[src/rtl/fifo_rd_pkg.sv]
// Shared constants and helpers for the FIFO read-side stream adapter.
// No ports: this package holds the output-buffer depth, the occupancy and
// in-flight counter widths, and the credit check used to gate FIFO reads.
package fifo_rd_pkg;

    localparam int BUF_DEPTH = 2;   // words held in the output skid buffer
    localparam int CNT_W     = 2;   // buffer occupancy 0..BUF_DEPTH
    localparam int INFL_W    = 1;   // at most one pop outstanding
    localparam int PTR_W     = 1;   // index into the 2-entry buffer

    typedef logic [CNT_W-1:0]  cnt_t;
    typedef logic [INFL_W-1:0] infl_t;
    typedef logic [CNT_W:0]    occ_t;

    localparam occ_t DEPTH_OCC = occ_t'(BUF_DEPTH);

    // A new pop is allowed only if buffered + in-flight words, minus the word
    // leaving this cycle, still leave a free slot for the pop's data.
    function automatic logic has_credit(cnt_t cnt, infl_t inflight, logic drain);
        occ_t occ;
        occ = occ_t'(cnt) + occ_t'(inflight) - occ_t'(drain);
        return (occ < DEPTH_OCC);
    endfunction

endpackage

[src/rtl/skid_buf2.sv]
// Two-entry output buffer: storage, read/write pointers and occupancy count.
// Ports:
//   clk, rst      - clock, synchronous active-high reset (control only)
//   flush         - empties the buffer; overrides write and read
//   wr_en/wr_data - push one word at the tail
//   rd_en         - pop the head word
//   rd_data       - head word (oldest buffered)
//   cnt           - number of buffered words, 0..2
module skid_buf2
    import fifo_rd_pkg::*;
#(
    parameter int DW = 16
) (
    input  logic          clk,
    input  logic          rst,
    input  logic          flush,
    input  logic          wr_en,
    input  logic [DW-1:0] wr_data,
    input  logic          rd_en,
    output logic [DW-1:0] rd_data,
    output cnt_t          cnt
);

    logic [DW-1:0]    mem [BUF_DEPTH];
    logic [PTR_W-1:0] wr_ptr;
    logic [PTR_W-1:0] rd_ptr;

    always_ff @(posedge clk) begin
        if (rst || flush) begin
            cnt    <= '0;
            wr_ptr <= '0;
            rd_ptr <= '0;
        end else begin
            if (wr_en) wr_ptr <= wr_ptr + 1'b1;
            if (rd_en) rd_ptr <= rd_ptr + 1'b1;
            // A simultaneous write and read leaves cnt unchanged.
            cnt <= cnt + cnt_t'(wr_en) - cnt_t'(rd_en);
        end
    end

    // Storage is not reset; stale contents are never visible because cnt
    // gates validity.
    always_ff @(posedge clk) begin
        if (wr_en && !flush) mem[wr_ptr] <= wr_data;
    end

    assign rd_data = mem[rd_ptr];

endmodule

[src/rtl/fifo_rd_stream.sv]
// Converts a FIFO read port (1-cycle read latency) into a valid/ready stream.
// Ports:
//   clk, rst      - FIFO read clock, synchronous active-high reset
//   rempty        - FIFO empty flag
//   rinc          - FIFO read enable (combinational, credit gated)
//   rdata         - FIFO read data, valid the cycle after a pop
//   flush         - discards buffered and in-flight words
//   m_valid/m_ready/m_data - stream output, m_data is the oldest word
//   word_cnt      - count of delivered words, wraps modulo 2^CW
module fifo_rd_stream
    import fifo_rd_pkg::*;
#(
    parameter int DW = 16,
    parameter int CW = 16
) (
    input  logic          clk,
    input  logic          rst,
    input  logic          rempty,
    output logic          rinc,
    input  logic [DW-1:0] rdata,
    input  logic          flush,
    output logic          m_valid,
    input  logic          m_ready,
    output logic [DW-1:0] m_data,
    output logic [CW-1:0] word_cnt
);

    cnt_t  cnt;
    infl_t vld_p1;   // a pop was accepted last cycle; rdata is live now
    logic  pop;
    logic  drain;
    logic  wr_en;

    // m_valid comes from registered occupancy only, never from rdata.
    assign m_valid = (cnt != '0) && !rst;
    assign drain   = m_valid && m_ready && !flush;
    assign rinc    = !rst && !rempty && !flush && has_credit(cnt, vld_p1, drain);
    assign pop     = rinc && !rempty;
    // A flush drops the word returning from an earlier pop.
    assign wr_en   = (vld_p1 != '0) && !flush && !rst;

    // ---- stage p0 -> p1: pop accepted, FIFO data returns next cycle ----
    always_ff @(posedge clk) begin
        if (rst) vld_p1 <= '0;
        else     vld_p1 <= infl_t'(pop);
    end

    // ---- stage p1 -> buffer: returning word captured at the tail ----
    skid_buf2 #(.DW(DW)) u_buf (
        .clk     (clk),
        .rst     (rst),
        .flush   (flush),
        .wr_en   (wr_en),
        .wr_data (rdata),
        .rd_en   (drain),
        .rd_data (m_data),
        .cnt     (cnt)
    );

    always_ff @(posedge clk) begin
        if (rst)        word_cnt <= '0;
        else if (drain) word_cnt <= word_cnt + CW'(1);
    end

endmodule

[config.mk]
export PLATFORM = sky130hd
export DESIGN_NAME = fifo_rd_stream
export DESIGN_NICKNAME = d
export VERILOG_FILES = /design/src/rtl/fifo_rd_pkg.sv /design/src/rtl/skid_buf2.sv /design/src/rtl/fifo_rd_stream.sv
export SDC_FILE = /design/constraint.sdc
export NUM_CORES = 1
export LEC_CHECK = 0
export ABC_AREA = 0
export BUFFER_PORTS_ARGS = -buffer_cell sky130_fd_sc_hd__buf_2
export CAP_MARGIN = 25
export CORE_MARGIN = 5
export CORE_UTILIZATION = 56
export DETAILED_ROUTE_END_ITERATION = 8
export PLACE_DENSITY = 0.82
export SLEW_MARGIN = 15
export SYNTH_ARGS = -nofsm -noshare
export SYNTH_HDL_FRONTEND = slang
export SYNTH_SLANG_ARGS = --single-unit
[constraint.sdc]
create_clock -name clk -period 4.5 [get_ports clk]
set_input_delay 0.9 -clock clk [delete_from_list [all_inputs] [get_ports clk]]
set_output_delay 0.9 -clock clk [all_outputs]
set_load 0.02 [all_outputs]
==> results of run 1 <==
[critical path: cells and delay by family]
family | cells | cell delay [ns]
buf+inv | 4 | 0.65
fa+ha+maj | 2 | 0.63
simple gates | 4 | 0.59
xor+xnor | 1 | 0.16
[stage by stage]
stage	setup WS [ns]	cells
after floorplan	0.396	170
after global placement	0.744	270
after detailed placement	0.708	270
after CTS	0.669	278
after global routing	0.532	278
final	0.686	278
[Yosys cell counts, drive strengths merged]
master  instances  area [um2]
edfxtp         32         961
and4            2        17.5
fa              1        20.0
nand4           5        31.3
nand2          12        45.0
nor2           15        56.3
o21a            1        7.51
xor2            5        43.8
mux2           16         180
inv             5        18.8
or3             5        31.3
a21oi           7        35.0
ha              4        50.1
and3            2        12.5
o211ai          1        7.51
and2            2        12.5
nor4            1        6.26
clkbuf          3        11.3
xnor2           6        52.6
nor4b           2        17.5
nand3           2        10.0
mux2i           1        10.0
or2             2        12.5
o31ai           2        15.0
dfxtp          22         440
o21ai           6        30.0
or4             3        26.3
nand2b          1        6.26
o311ai          1        8.76
o41ai           1        8.76
buf             2        22.5
[flip-flops by register name, summed over array words and instances, names as in the netlist, named ones only]
name / count
u_buf.wr_ptr: 1
u_buf.cnt: 2
vld_p1: 1
u_buf.rd_ptr: 1
word_cnt: 16
u_buf.mem: 32
[area by class of cell]
class / instances / area share [%]
Sequential cell: 54 / 53.0
Multi-Input combinational cell: 106 / 28.5
Timing Repair Buffer: 57 / 11.1
Clock buffer: 7 / 3.27
Tap cell: 48 / 2.27
Clock inverter: 1 / 1.14
Inverter: 5 / 0.710
[logic make-up after synthesis]
logic type	after synthesis	share of synthesized area (%)
compound gates	19	5.10
xor+xnor	11	4.36
fa+ha+maj	5	3.17
buf+inv	10	2.38
flops	54	63.5
mux	17	8.61
simple gates	54	12.9
[power by group through the flow]
stage | Sequential, mW | Clock, mW | Combinational, mW
after floorplan | 0.537 | 0 | 0.0126
after global placement | 0.537 | 0 | 0.0261
after detailed placement | 0.537 | 0 | 0.0271
after CTS | 0.526 | 0.330 | 0.0272
after global routing | 0.526 | 0.347 | 0.0295
final | 0.526 | 0.323 | 0.0269
[routing by layer]
metal / vias to the layer above / wire length [um] / GRT usage [%]
met2: 37 / 2010 / 25.8
li1: 740 / - / -
met3: 5 / 212 / 3.72
met1: 724 / 1840 / 21.7
met4: 0 / 32 / 3.69
met5: - / 0 / 0
[worst max path at each step]
stage | slack [ns] | depth (start not counted) | from | end
CTS | 0.67 | 11 | rst | rinc
global placement | 0.74 | 11 | rst | rinc
finish | 0.69 | 11 | rst | rinc
floorplan | 0.40 | 9 | rst | rinc
detailed placement | 0.71 | 11 | rst | rinc
global route | 0.53 | 11 | rst | rinc
[placed cells by master (no fill, tap or decap), types with 6 or more instances in the layout]
cell type	netlist	final
buf_2	0	54
edfxtp_1	32	32
dfxtp_1	22	22
mux2_2	16	16
nor2_1	15	15
nand2_1	12	12
a21oi_1	7	7
xnor2_1	6	6
o21ai_0	6	6
clkbuf_8	0	6
==> metrics, run 1 <==
port bufs=54; share of cells above drive strength 1=35.7%; fmax=262 MHz; Area after DPL=0.00253 mm2; Net Sw Frac=18.0%; CP peak stage delay=0.38 ns; Worst Skew=0.00261 ns; outcome=finished clean; fin nets=255; initial core utilization=59.0%; Worst R2R Start=u_buf.cnt[1]; Setup TNS=0 ns; hold buffer count at cts=0; CTS max path bufs=2; WL/cell=14.8 um; Synth cell types=33; post-detail-place hpwl=3.00 mm; Clock Latency Late Sink=0.29 ns; worst r2r dst=vld_p1; final antenna-violating net count=0; Net Switching=158 uW; critical path's slowest cell=fa_1; RSZ-0062 raised after global routing=false; Slew HR=49.1%; P per Cell Area=331 mW/mm2; Hold Slack=0.490 ns; logic gate share of total power=3.1%; total clock sinks=54; Final Hold Fails=0; Die X-Extent=72.8 um; Crit Path Class=in -> out; core area=0.00374 mm2; Top cell by count, worst path=buf_2; Worst setup SP type=primary input; Clock Power Share=36.9%; Avg Cell Area, Syn=13.0 um2; vias in the first global route=1395; Num CTS Buffers=5; Power Internal=718 uW; leak pwr=1.03 nW; final wirelength=4.10 mm; Design Area, Final=0.00264 mm2; Cells on Worst Hold Path=2; part of the cycle the worst path needs=84.8%; R2R Setup Slk=2.13 ns; Antenna Cells=0; multi-input combinational cell area=754 um2; # fillers=283; die height=72.8 um; global-route wire length before repair=6.58 mm; die footprint=0.00530 mm2; post-synthesis sequential area ratio=63.5%; Worst-Margin Slew=0.763 ns; final total power=876 uW; DRC errors left=0; worst r2r path cells=8; initial antenna violation count=0; Area Overhead vs Synth=19.7%; CTS tree=done; min-delay src=word_cnt[15]; Synth Cell Area=0.00221 mm2; GRT Residual Overflow=0; vias after detailed routing=1506; Hold Crit Class=reg -> reg; gate count of the mapped netlist=170; CTS Root Buffer Type=clkbuf_8; CP max FO=8; first drt pass iteration count=4; area occupied by registers=0.00140 mm2; Seq cells post-synth=54; Required @ worst endpoint=3.60 ns; Util after Layout=70.6%; post-CTS sizing=0; Post-Syn Nets=196; clock-pin slew on the worst setup and hold paths=0.09 ns; max cap viols=0; CP arrival=2.91 ns; Total GRT Usage=15.9%; Placer Congestion=0.808; count of final setup violators=0; hold endpoint=word_cnt[15]; cells along the critical path=buf_2 > nor2_1 > buf_4 > nand2_1 > inv_1 > ha_1 > nand2b_1 > fa_1 > xor2_1 > nor4b_1 > buf_2; H-tree depth=2; DRT iter0 DRCs=87; Synth Warn #=0; largest net degree at the start of global routing=17; final period demand of the worst path=3.81 ns; number of vias per cell=5.42; setup bufs post-CTS=0; sequential share of power=60.1%; Ports=55; Placement Rows=22; maximum vdd drop=214 uV; Max Slew Vio Count=0; crit end category=output port
(Power assumes the default switching activity.)
==> run 2: changes to the inputs <==
--- a/config.mk
+++ b/config.mk
@@ -9,9 +9,9 @@
 export BUFFER_PORTS_ARGS = -buffer_cell sky130_fd_sc_hd__buf_2
 export CAP_MARGIN = 25
 export CORE_MARGIN = 5
-export CORE_UTILIZATION = 56
+export CORE_UTILIZATION = 47
 export DETAILED_ROUTE_END_ITERATION = 8
-export PLACE_DENSITY = 0.82
+export PLACE_DENSITY = 0.74
 export SLEW_MARGIN = 15
 export SYNTH_ARGS = -nofsm -noshare
 export SYNTH_HDL_FRONTEND = slang
==> constraint.sdc (replaced) <==
create_clock -name clk -period 3.3 [get_ports clk]
set_input_delay 0.66 -clock clk [delete_from_list [all_inputs] [get_ports clk]]
set_output_delay 0.66 -clock clk [all_outputs]
set_load 0.02 [all_outputs]
==> metrics, run 2 (synthesis results as in run 1) <==
hold endpoint=word_cnt[1] (was word_cnt[15]); R2R Setup Slk=1.27 ns (was 2.13 ns); Top Registers=u_buf.mem: 32 flops, word_cnt: 16 flops, u_buf.cnt: 2 flops (unchanged); first drt pass iteration count=4 (unchanged); core area=0.00463 mm2 (was 0.00374 mm2); Max Slew Vio Count=0 (unchanged); CP arrival=2.41 ns (was 2.91 ns); final non-filler cell total=287 (was 278); Worst Skew=0.00318 ns (was 0.00261 ns); critical path's slowest cell=fa_1 (unchanged); Worst R2R Start=u_buf.cnt[1] (unchanged); clock-pin slew on the worst setup and hold paths=0.09 ns (about the same); Top cell by count, worst path=buf_2 (unchanged); CTS tree=done (unchanged); H-tree depth=2 (unchanged); Slew HR=50.8% (was 49.1%); P per Cell Area=419 mW/mm2 (was 331 mW/mm2); worst r2r dst=vld_p1 (unchanged); part of the cycle the worst path needs=93.1%; leak pwr=1.04 nW (was 1.03 nW); post-place setup slack=0.211 ns (was 0.708 ns); vias after detailed routing=1497 (was 1506); largest net degree at the start of global routing=18 (was 17); Ports=55 (unchanged); total clock sinks=54 (unchanged); final period demand of the worst path=3.07 ns; Hold Crit Class=reg -> reg (unchanged); DRT iter0 DRCs=56 (was 87); CP max FO=2 (was 8); min-delay src=word_cnt[1] (was word_cnt[15]); count of final setup violators=0 (unchanged); Crit Path Class=in -> out (unchanged); DRC errors left=0 (unchanged); Num CTS Buffers=5 (unchanged); fin worst setup slack=0.228 ns (was 0.686 ns); share of cells above drive strength 1=37.3% (was 35.7%); Placement Rows=25 (was 22); Worst-Margin Slew=0.737 ns (was 0.763 ns); die footprint=0.00617 mm2 (was 0.00530 mm2); number of vias per cell=5.22 (was 5.42); CTS max path bufs=2 (unchanged); fin nets=258 (was 255); WL/cell=14.5 um (was 14.8 um); Biggest register=u_buf.mem (unchanged); GRT Residual Overflow=0 (unchanged); port bufs=54 (unchanged); Final Hold Fails=0 (unchanged); Total GRT Usage=14.3% (was 15.9%); Required @ worst endpoint=2.64 ns (was 3.60 ns); Setup TNS=0 ns (unchanged); CP peak stage delay=0.38 ns (about the same); max FFs per register=32 (unchanged); Util after Layout=57.5% (was 70.6%); worst r2r path cells=8 (unchanged); final wirelength=4.15 mm (was 4.10 mm); Clock Latency Late Sink=0.30 ns (was 0.29 ns); outcome=finished clean (unchanged); crit end category=output port (unchanged); initial core utilization=47.7% (was 59.0%); Cells on Worst Hold Path=2 (unchanged); most common cell after layout, fill and taps aside=buf_2 (unchanged); Area Overhead vs Synth=20.6% (was 19.7%); global-route wire length before repair=6.97 mm (was 6.58 mm); setup bufs post-CTS=0 (unchanged); maximum vdd drop=194 uV (was 214 uV); final antenna-violating net count=0 (unchanged); fmax=326 MHz; CTS Root Buffer Type=clkbuf_8 (unchanged); die height=78.5 um (was 72.8 um); hold buffer count at cts=0 (unchanged); max cap viols=0 (unchanged); Placer Congestion=0.777 (was 0.808); most frequent cells in the layout=buf_2 (54), edfxtp_1 (32), dfxtp_1 (21) (was buf_2 (54), edfxtp_1 (32), dfxtp_1 (22)); Antenna Cells=0 (unchanged); RSZ-0062 raised after global routing=false (unchanged); Worst setup SP type=primary input (unchanged); initial antenna violation count=0 (unchanged); Die X-Extent=78.5 um (was 72.8 um); vias in the first global route=1498 (was 1395); final total power=1.12 mW (was 876 uW); placed insts=279 (was 270); cells along the critical path=buf_2 > nor2_1 > nand2_1 > inv_1 > ha_1 > nand2b_1 > fa_1 > xor2_1 > nor4b_4 > buf_2 (was buf_2 > nor2_1 > buf_4 > nand2_1 > inv_1 > ha_1 > nand2b_1 > fa_1 > xor2_1 > nor4b_1 > buf_2); post-detail-place hpwl=2.93 mm (was 3.00 mm)
run 2: worst max-delay path by stage:
stage / from / endpoint / slack [ns] / cells after the start
after floorplan: rst / rinc / 0.04 / 9
after global routing: rst / rinc / 0.07 / 10
after detailed placement: rst / rinc / 0.21 / 10
after global placement: rst / rinc / 0.23 / 10
final: rst / rinc / 0.23 / 10
after CTS: u_buf.cnt[1] / rinc / 0.16 / 9
run 2: where the power goes:
part	leakage (nW)	internal [mW]	total, mW	switching [mW]
logic	0.529	0.0167	0.0385	0.0218
clock network	0.0422	0.150	0.360	0.210
registers	0.466	0.715	0.717	0.00166
total	1.04	0.882	1.12	0.234
run 2: layout make-up:
class | count | area [um2]
Clock inverter | 3 | 20.0
Tap cell | 54 | 67.6
Multi-Input combinational cell | 106 | 769
Timing Repair Buffer | 60 | 315
Inverter | 5 | 18.8
Sequential cell | 54 | 1400
Fill cell | 403 | 1970
Clock buffer | 5 | 68.8
run 2: routing by layer:
metal / wire length (um) / global-route usage [%]
met4: 46 / 4.90
met2: 2000 / 23.9
met1: 1800 / 17.5
met3: 306 / 4.24
met5: 0 / 0
run 2: stage by stage:
| step | hold WS [ns] | cell area [um2] |
|---|---|---|
| 3_5_place_dp | 0.482 | 2570 |
| 5_1_grt | 0.520 | 2660 |
| 4_1_cts | 0.497 | 2660 |
| 3_3_place_gp | 0.468 | 2570 |
| 6_report | 0.493 | 2660 |
| 2_1_floorplan | 0.481 | 2220 |
run 2: repair_timing:
item / 4_1_cts / 5_1_grt
setup endpoints to repair: 0 / 1
gates resized for setup: 0 / 1
endpoints found under the hold margin: 0 / 0
run 2: critical path: cells and delay by family:
kind	cells	cell delay (ns)
adder cells (fa/ha/maj)	2	0.60
XOR/XNOR	1	0.18
buffers and inverters	3	0.39
AND/OR/NAND/NOR	4	0.58
